<file path="config.mk">
export PLATFORM = sky130hd
export DESIGN_NAME = spi_slave_ctrl_flat
export DESIGN_NICKNAME = d
export VERILOG_FILES = /design/src/rtl/spi_slave_ctrl_if.sv /design/src/rtl/spi_slave_ctrl.sv /design/src/flat_wrapper.sv
export SDC_FILE = /design/constraint.sdc
export NUM_CORES = 1
export LEC_CHECK = 0
export BUFFER_PORTS_ARGS = -buffer_cell sky130_fd_sc_hd__buf_2
export CORE_ASPECT_RATIO = 0.8
export CORE_MARGIN = 2
export CORE_UTILIZATION = 55
export DETAILED_ROUTE_END_ITERATION = 10
export PLACE_DENSITY_LB_ADDON = 0.15
export SYNTH_ARGS = -nofsm -noshare
export SYNTH_HDL_FRONTEND = slang
export SYNTH_SLANG_ARGS = --single-unit
</file>
<file path="constraint.sdc">
create_clock -name clk -period 2.33 [get_ports clk]
set_clock_uncertainty 0.1 [all_clocks]
set_input_delay 0.3495 -clock clk [delete_from_list [all_inputs] [get_ports clk]]
set_output_delay 0.3495 -clock clk [all_outputs]
set_load 0.01 [all_outputs]
</file>
<file path="src/rtl/spi_slave_ctrl_if.sv">
// Signal bundle between the SPI slave front end (edge counter, pins) and the
// protocol controller. The slave modport is the controller's view.
interface spi_slave_ctrl_if #(
    parameter int unsigned RX_W = 10,
    parameter int unsigned TX_W = 8
);
    logic            ss_n;
    logic            mosi;
    logic [3:0]      edge_cnt;
    logic [TX_W-1:0] tx_data;
    logic            tx_valid;
    logic [RX_W-1:0] rx_data;
    logic            rx_valid;
    logic            miso;

    modport master (
        output ss_n,
        output mosi,
        output edge_cnt,
        output tx_data,
        output tx_valid,
        input  rx_data,
        input  rx_valid,
        input  miso
    );

    modport slave (
        input  ss_n,
        input  mosi,
        input  edge_cnt,
        input  tx_data,
        input  tx_valid,
        output rx_data,
        output rx_valid,
        output miso
    );
endinterface

</file>
<file path="src/rtl/spi_slave_ctrl.sv">
// SPI slave protocol controller: decodes the command bit, deserialises the
// frame payload into rx_data, tracks the read-address/read-data pairing and
// serialises the read-back byte onto miso.
module spi_slave_ctrl #(
    parameter int unsigned RX_W = 10,
    parameter int unsigned TX_W = 8
) (
    input logic             clk,
    input logic             rst,
    spi_slave_ctrl_if.slave bus
);

    typedef enum logic [2:0] {
        StIdle,
        StChkCmd,
        StWrite,
        StReadAdd,
        StReadData
    } t_state;

    // edge_cnt value carrying the last payload bit
    localparam logic [3:0] LAST_CNT = 4'(RX_W + 1);
    // tx counter value while the last data bit is on miso
    localparam logic [2:0] TX_LAST  = 3'(TX_W - 1);

    t_state          r_state;
    // Only RX_W-1 bits are stored; the final bit is taken straight from mosi.
    logic [RX_W-2:0] r_rx_shift;
    logic [RX_W-1:0] r_rx_data;
    logic            r_rx_valid;
    logic            r_rx_done;
    logic            r_rd_addr_seen;
    logic [TX_W-1:0] r_tx_shift;
    logic [2:0]      r_tx_cnt;
    logic            r_tx_busy;
    logic            r_tx_done;
    logic            r_miso;

    logic            w_rx_bit;
    logic            w_rx_last;
    logic            w_tx_accept;

    // Payload window and read-back acceptance qualifiers
    always_comb begin
        w_rx_bit    = (bus.edge_cnt >= 4'd2) && (bus.edge_cnt <= LAST_CNT);
        w_rx_last   = (bus.edge_cnt == LAST_CNT);
        w_tx_accept = (r_state == StReadData) && r_rx_done && !r_tx_busy && !r_tx_done &&
                      bus.tx_valid;
    end

    // Frame sequencing, receive shift, transmit shift and registered outputs
    always_ff @(posedge clk or posedge rst) begin
        if (rst) begin
            r_state        <= StIdle;
            r_rx_shift     <= '0;
            r_rx_data      <= '0;
            r_rx_valid     <= 1'b0;
            r_rx_done      <= 1'b0;
            r_rd_addr_seen <= 1'b0;
            r_tx_shift     <= '0;
            r_tx_cnt       <= '0;
            r_tx_busy      <= 1'b0;
            r_tx_done      <= 1'b0;
            r_miso         <= 1'b0;
        end else begin
            r_rx_valid <= 1'b0;
            case (r_state)
                StIdle: begin
                    r_miso    <= 1'b0;
                    r_rx_done <= 1'b0;
                    r_tx_busy <= 1'b0;
                    r_tx_done <= 1'b0;
                    r_tx_cnt  <= '0;
                    if (!bus.ss_n) begin
                        r_state <= StChkCmd;
                    end
                end

                StChkCmd: begin
                    if (bus.ss_n) begin
                        r_state <= StIdle;
                    end else if (bus.edge_cnt == 4'd1) begin
                        if (!bus.mosi) begin
                            r_state <= StWrite;
                        end else if (r_rd_addr_seen) begin
                            r_state <= StReadData;
                        end else begin
                            r_state <= StReadAdd;
                        end
                    end
                end

                StWrite, StReadAdd, StReadData: begin
                    if (bus.ss_n) begin
                        // Abort; a transmit finishing on this very edge still counts.
                        r_state   <= StIdle;
                        r_miso    <= 1'b0;
                        r_tx_busy <= 1'b0;
                        if (r_tx_busy && (r_tx_cnt == TX_LAST)) begin
                            r_rd_addr_seen <= 1'b0;
                        end
                    end else if (!r_rx_done) begin
                        if (w_rx_bit && !w_rx_last) begin
                            r_rx_shift <= {r_rx_shift[RX_W-3:0], bus.mosi};
                        end
                        if (w_rx_last) begin
                            r_rx_data  <= {r_rx_shift, bus.mosi};
                            r_rx_valid <= 1'b1;
                            r_rx_done  <= 1'b1;
                            if (r_state == StReadAdd) begin
                                r_rd_addr_seen <= 1'b1;
                            end
                        end
                    end else if (r_state == StReadData) begin
                        if (w_tx_accept) begin
                            r_miso     <= bus.tx_data[TX_W-1];
                            r_tx_shift <= {bus.tx_data[TX_W-2:0], 1'b0};
                            r_tx_cnt   <= '0;
                            r_tx_busy  <= 1'b1;
                        end else if (r_tx_busy) begin
                            if (r_tx_cnt == TX_LAST) begin
                                r_miso         <= 1'b0;
                                r_tx_busy      <= 1'b0;
                                r_tx_done      <= 1'b1;
                                r_rd_addr_seen <= 1'b0;
                            end else begin
                                r_miso     <= r_tx_shift[TX_W-1];
                                r_tx_shift <= {r_tx_shift[TX_W-2:0], 1'b0};
                                r_tx_cnt   <= r_tx_cnt + 3'd1;
                            end
                        end
                    end
                end

                default: begin
                    r_state <= StIdle;
                    r_miso  <= 1'b0;
                end
            endcase
        end
    end

    assign bus.rx_data  = r_rx_data;
    assign bus.rx_valid = r_rx_valid;
    assign bus.miso     = r_miso;

endmodule

</file>
<file path="src/flat_wrapper.sv">
// flat-port wrapper written by rule: the top's interface ports become plain ports
module spi_slave_ctrl_flat 
#(
    parameter int unsigned RX_W = 10,
    parameter int unsigned TX_W = 8
)
  (clk, rst, bus_ss_n, bus_mosi, bus_edge_cnt, bus_tx_data, bus_tx_valid, bus_rx_data, bus_rx_valid, bus_miso);
  spi_slave_ctrl_if #(.RX_W(RX_W), .TX_W(TX_W)) bus_i ();
  input logic clk;
  input logic rst;
  input wire logic [$bits(bus_i.ss_n)-1:0] bus_ss_n;
  input wire logic [$bits(bus_i.mosi)-1:0] bus_mosi;
  input wire logic [$bits(bus_i.edge_cnt)-1:0] bus_edge_cnt;
  input wire logic [$bits(bus_i.tx_data)-1:0] bus_tx_data;
  input wire logic [$bits(bus_i.tx_valid)-1:0] bus_tx_valid;
  output wire logic [$bits(bus_i.rx_data)-1:0] bus_rx_data;
  output wire logic [$bits(bus_i.rx_valid)-1:0] bus_rx_valid;
  output wire logic [$bits(bus_i.miso)-1:0] bus_miso;
  assign bus_i.ss_n = bus_ss_n;
  assign bus_i.mosi = bus_mosi;
  assign bus_i.edge_cnt = bus_edge_cnt;
  assign bus_i.tx_data = bus_tx_data;
  assign bus_i.tx_valid = bus_tx_valid;
  assign bus_rx_data = bus_i.rx_data;
  assign bus_rx_valid = bus_i.rx_valid;
  assign bus_miso = bus_i.miso;
  spi_slave_ctrl #(.RX_W(RX_W), .TX_W(TX_W)) u_core (.clk(clk), .rst(rst), .bus(bus_i));
endmodule
</file>
Word-level counts from Yosys, hierarchy flattened
Cells that the tools add are included.
Operators by class
  add/subtract/negate cells: 1
  order comparisons: 2
  equality and inequality tests: 27
  multiplexer cells: 54
  bitwise operators: 3
  reduce and logical (&&, ||, !) cells: 26
Operator list (count)
  3-bit 2-to-1 mux: 12
  1-bit 2-to-1 mux: 33
  8-bit 2-to-1 mux: 3
  2-bit by 1-bit != test with 1-bit output (second input constant): 6
  3-bit by 2-bit != test with 1-bit output (second input constant): 4
  3-bit != test (second input constant): 4
  4-bit AND reduction: 3
  6-bit AND reduction: 2
  3-bit one-hot mux with 3 select lines: 1
  2-bit != test (second input constant): 4
  1-bit one-hot mux with 2 select lines: 4
  8-bit AND reduction: 1
  1-bit logical AND: 7
  7-bit AND reduction: 1
  3-bit by 2-bit equality test with 1-bit output (second input constant): 2
  3-bit equality test (second input constant): 2
  3-bit one-hot mux with 2 select lines: 1
  3-bit AND reduction: 2
  3-bit nonzero test: 2
  4-bit by 1-bit equality test with 1-bit output (second input constant): 1
  4-bit equality test (second input constant): 1
  4-bit by 2-bit >= comparator with 1-bit output (second input constant): 1
  4-bit less-or-equal comparator (second input constant): 1
  4-bit by 2-bit != test with 1-bit output (second input constant): 1
  9 further kinds: 14
Word-level totals
  register bits: 39
  input bits: 17
  output and inout bits: 12
  word-level logic and storage cells: 124

Longest topological paths before layout
  word-level depth: 10
  gate-level depth with buffers: 6
  mapped depth without buffers: 6

Least setup slack after synthesis
No wires, ideal clock.
  path kind: register -> register
  from: register u_core.r_state[0]
  to: register u_core.r_rx_shift[0]
  arrival: 1.778 ns
  data required time: 2.105 ns
  setup slack: 0.327 ns
  stages on the path, launching flop included: 7
  buffers on the path: 2
  cells stage by stage: dfrtp_1 -> buf_4 -> nor3b_4 -> o21bai_2 -> or4_4 -> buf_6 -> mux2_4
On the way
  cells in the longest elaborated chain, start to end: 3
  elaborated cells between the ends (all ways): 5
  those cells by class: eq/ne (3); reduce/logical (2)
RTL lines
  from (decl): line spi_slave_ctrl.sv:26  | t_state r_state;
  from (signal assigned): line spi_slave_ctrl.sv:54  | r_state <= StIdle;
  from (signal assigned): line spi_slave_ctrl.sv:75  | r_state <= StChkCmd;
  from (signal assigned): line spi_slave_ctrl.sv:81  | r_state <= StIdle;
  3-bit by 2-bit equality test with 1-bit output or 3-bit equality test (tied branches): line spi_slave_ctrl.sv:67  | case (r_state)
  3-bit OR reduction (*): line spi_slave_ctrl.sv:67
  4-bit AND reduction (no line) (*)
  to (signal assigned): line spi_slave_ctrl.sv:104  | r_rx_shift <= {r_rx_shift[RX_W-3:0], bus.mosi};
  to (decl): line spi_slave_ctrl.sv:28  | logic [RX_W-2:0] r_rx_shift;
Mark *: on every way between the ends. The rest lies on a longest branch, timed or not.
A chain may end at the register's enable or synchronous reset.

Final worst setup path
  from: register u_core.r_state[2]
  to: register u_core.r_rx_shift[1]
The elaborated chain is that of the path after synthesis.

==> results.sh <==
export IMPL_post_route_cells_drive_above_1_share=0.448
export IMPL_multi_input_comb_area_um2=857
export IMPL_wire_length_of_the_first_global_routing_pass_mm=6.40
export IMPL_grt_setup_unrepaired="false"
export IMPL_fillerInstances=250
export IMPL_cts_root_buffer="clkbuf_8"
export IMPL_drc=0
export IMPL_total_power_mw=1.43
export IMPL_grt_start_max_net_pins=39
export IMPL_synthDistinctLibCells=44
export IMPL_postSynth_asyncResetShare=1.00
export IMPL_first_global_vias=1374
export IMPL_finalNonFillerCells=221
export IMPL_floorplan_die_height_um=56.1
export IMPL_dpl_cells=213
export IMPL_cap_viol_max_count=0
export IMPL_switching_fraction_of_total_power=0.195
export IMPL_synthesis_nets=167
export IMPL_area_growth_syn_to_layout_pct=17.1
export IMPL_critPathLaunchType="register"
export IMPL_worst_slew_margin_rel=0.664
export IMPL_finalHoldWorstSlack_ps=52.1
export IMPL_layout_core_utilization=0.692
export IMPL_placement_setup_worst_slack_ps=199
export IMPL_dieWidth_um=69.1
export IMPL_area_inside_the_core_boundary_um2=3150
export IMPL_post_synth_instance_area_um2=1860
export IMPL_layout_area_seq_um2=951
export IMPL_layout_min_cycle_time_ps=2180
export IMPL_share_of_the_synthesized_area_in_compound_gates_ao_oa_aoi_oai=0.112
export IMPL_critPathKind="reg2reg"
export IMPL_antenna_cells_inserted=0
export IMPL_grt_ovf=0
export IMPL_yosys_register_bits=38
export IMPL_fmaxAchievable_mhz=459
export IMPL_fp_row_count=18
export IMPL_worstSetupStartpoint="u_core.r_state[2]"
export IMPL_cts_htree_levels=2
export IMPL_clock_insertion_delay_worst_skew_ps=290
export IMPL_drtPass1Iterations=4
export IMPL_yosys_most_used_dff="dfrtp_1"
export IMPL_power_per_cell_area_nw_per_um2=656
export IMPL_portion_of_total_power_attributed_to_the_clock_network=0.481
export IMPL_synth_edff_count=0
export IMPL_hold_violations=0
export IMPL_start_util=0.591
export IMPL_cts_repair_timing_setup_buffer_count=0
export IMPL_crit_path_end_kind="register"
export IMPL_report_final_slew_viol_count=0
export IMPL_design_final_nets=199
export IMPL_antenna_violating_nets_post_route=0
export IMPL_worst_slack_ps=149
export IMPL_seqPwrFrac=0.473
export IMPL_via_per_inst=5.72
export IMPL_synthAdderAreaFrac=0.0134
export IMPL_grt_total_usage=0.210
export IMPL_antenna_found_initial=0
export IMPL_io_buffer_count=28
export IMPL_path_max_fanout=11
export IMPL_gp_congestion=0.920
export IMPL_synth_seq_area_share=0.510
export IMPL_worst_slew_pin_slew_ps=497
export IMPL_cts_made_buffers=5
export IMPL_cts_repair_resized=0
export IMPL_synth_xor_area_frac=0
export IMPL_die_area_um2=3870
export IMPL_p_leak_nw=1.12
export IMPL_status="completed"
export IMPL_main_combinational_cell_family_by_area_after_synthesis="multiplexers"
export IMPL_layout_commonest_cell="dfrtp_1"
export IMPL_power_switching_mw=0.279
export IMPL_combinationalPowerShare=0.046
export IMPL_per_instance_average_area_after_synthesis_um2=12.6
export IMPL_hold_buffers=0
export IMPL_dpl_instance_area_um2=2040
export IMPL_critical_path_arrival_ps=2260
export IMPL_design_portCount=29
export IMPL_post_drt_wl_per_cell_um=16.5
export IMPL_cp_data_required_time_ps=2410
export IMPL_wl_mm=3.65
export IMPL_cts_tree="done"
export IMPL_cts_sinks=38
export IMPL_hold_path_class="in2async"
export IMPL_synthesis_yosys_warnings=0
export IMPL_final_cell_area_um2=2180
export IMPL_critical_path_reg2reg_startpoint="u_core.r_state[2]"
export IMPL_synth_simple_area_share=0.118
export IMPL_num_vias=1265
export IMPL_finalCritPeriodShare=0.936
export IMPL_setup_violations_final=0
export IMPL_peakVddDrop_mv=0.472
export IMPL_clockBufferDepth=2
export IMPL_post_synth_inst_count=148
export IMPL_clk_pin_slew_ps=80
export IMPL_totalNegativeSetupSlack_ps=0
export IMPL_drt_iter0_markers=129
export IMPL_post_synth_mux_area_share=0.217
export IMPL_internal_power_mw=1.15
export IMPL_layout_cells_most_common_list="38 x dfrtp_1, 28 x buf_2, 23 x mux2_2, 9 x mux2_4"
export IMPL_dp_hpwl_mm=2.52
## power groups by stage
stage	clock network (mW)	logic (mW)	registers (mW)
after detailed placement	0	0.0653	0.689
final	0.689	0.0653	0.677
after CTS	0.701	0.0660	0.677
after global placement	0	0.0627	0.688
after global routing	0.737	0.0734	0.678
after floorplan	0	0.0429	0.684
## per-layer routing
| metal | wire length (um) | up-vias | GRT usage | share of wire |
|---|---|---|---|---|
| li1 | - | 604 | - | - |
| met1 | 1690 | 623 | 0.269 | 0.46 |
| met2 | 1760 | 33 | 0.349 | 0.48 |
| met3 | 167 | 5 | 0.0707 | 0.046 |
| met4 | 29 | 0 | 0.0476 | 0.0079 |
| met5 | 0 | - | 0 | 0 |
## path summary, 6_finish.rpt
check,depth (start not counted),slack (ps),to
max,4,150,u_core.r_rx_shift[1]
max reg2reg,4,150,u_core.r_rx_shift[1]
max in group asynchronous,3,1750,u_core.bus.rx_data[0]
min,3,50,u_core.r_tx_shift[6]
min in group clk,3,220,u_core.r_tx_shift[1]
min reg2reg,1,400,u_core.bus.rx_data[5]
## cell usage after synthesis (2+ instances only)
library cell   n  share of area
mux2_2        23           0.14
nor2_1         5          0.010
inv_1          3         0.0060
o21ai_0        8          0.021
nor3_1         2         0.0054
or2_2          2         0.0067
a22o_1         2         0.0094
buf_2          2         0.0054
o31ai_1        2         0.0081
dfrtp_1       38           0.51
buf_4          2         0.0081
nor2b_1        4          0.013
mux2_4         9          0.073
and2b_1        2         0.0081
nand2_1        8          0.016
ha_1           2          0.013
nand4b_1       2         0.0094
clkbuf_1       2         0.0040
a21oi_1        5          0.013
## logic make-up (layout without fill, tap and decap cells)
family,count (synthesis),after routing
AO/OA/AOI/OAI,30,30
adder cells (fa/ha/maj),2,2
buffers and inverters,10,43
flip-flops,38,38
multiplexers,33,33
AND/OR/NAND/NOR,35,35
## critical path, stage by stage, from the launching register on
cell	delay [ps]
dfrtp_1	540
nor3b_4	300
o21bai_2	130
or4_4	650
mux2_4	340
## area by class of cell
| class | count | share of cell area |
|---|---|---|
| repair buffers | 32 | 0.0780 |
| clock inverters | 2 | 0.0275 |
| well taps | 40 | 0.0229 |
| clock buffers | 6 | 0.0378 |
| multi-input cells | 100 | 0.393 |
| flip-flops and latches | 38 | 0.436 |
| inverters | 3 | 0.00516 |
## state kept, by name (all words and copies together) (netlist names)
name and cells:
u_core.r_rx_done 1, u_core.r_tx_shift 7, u_core.r_rd_addr_seen 1, u_core.r_rx_shift 9
u_core.r_state 3, u_core.bus.rx_data 10, u_core.r_tx_busy 1, u_core.r_tx_done 1
u_core.bus.rx_valid 1, u_core.bus.miso 1, u_core.r_tx_cnt 3
No activity file was read; power rests on OpenSTA's default activity.
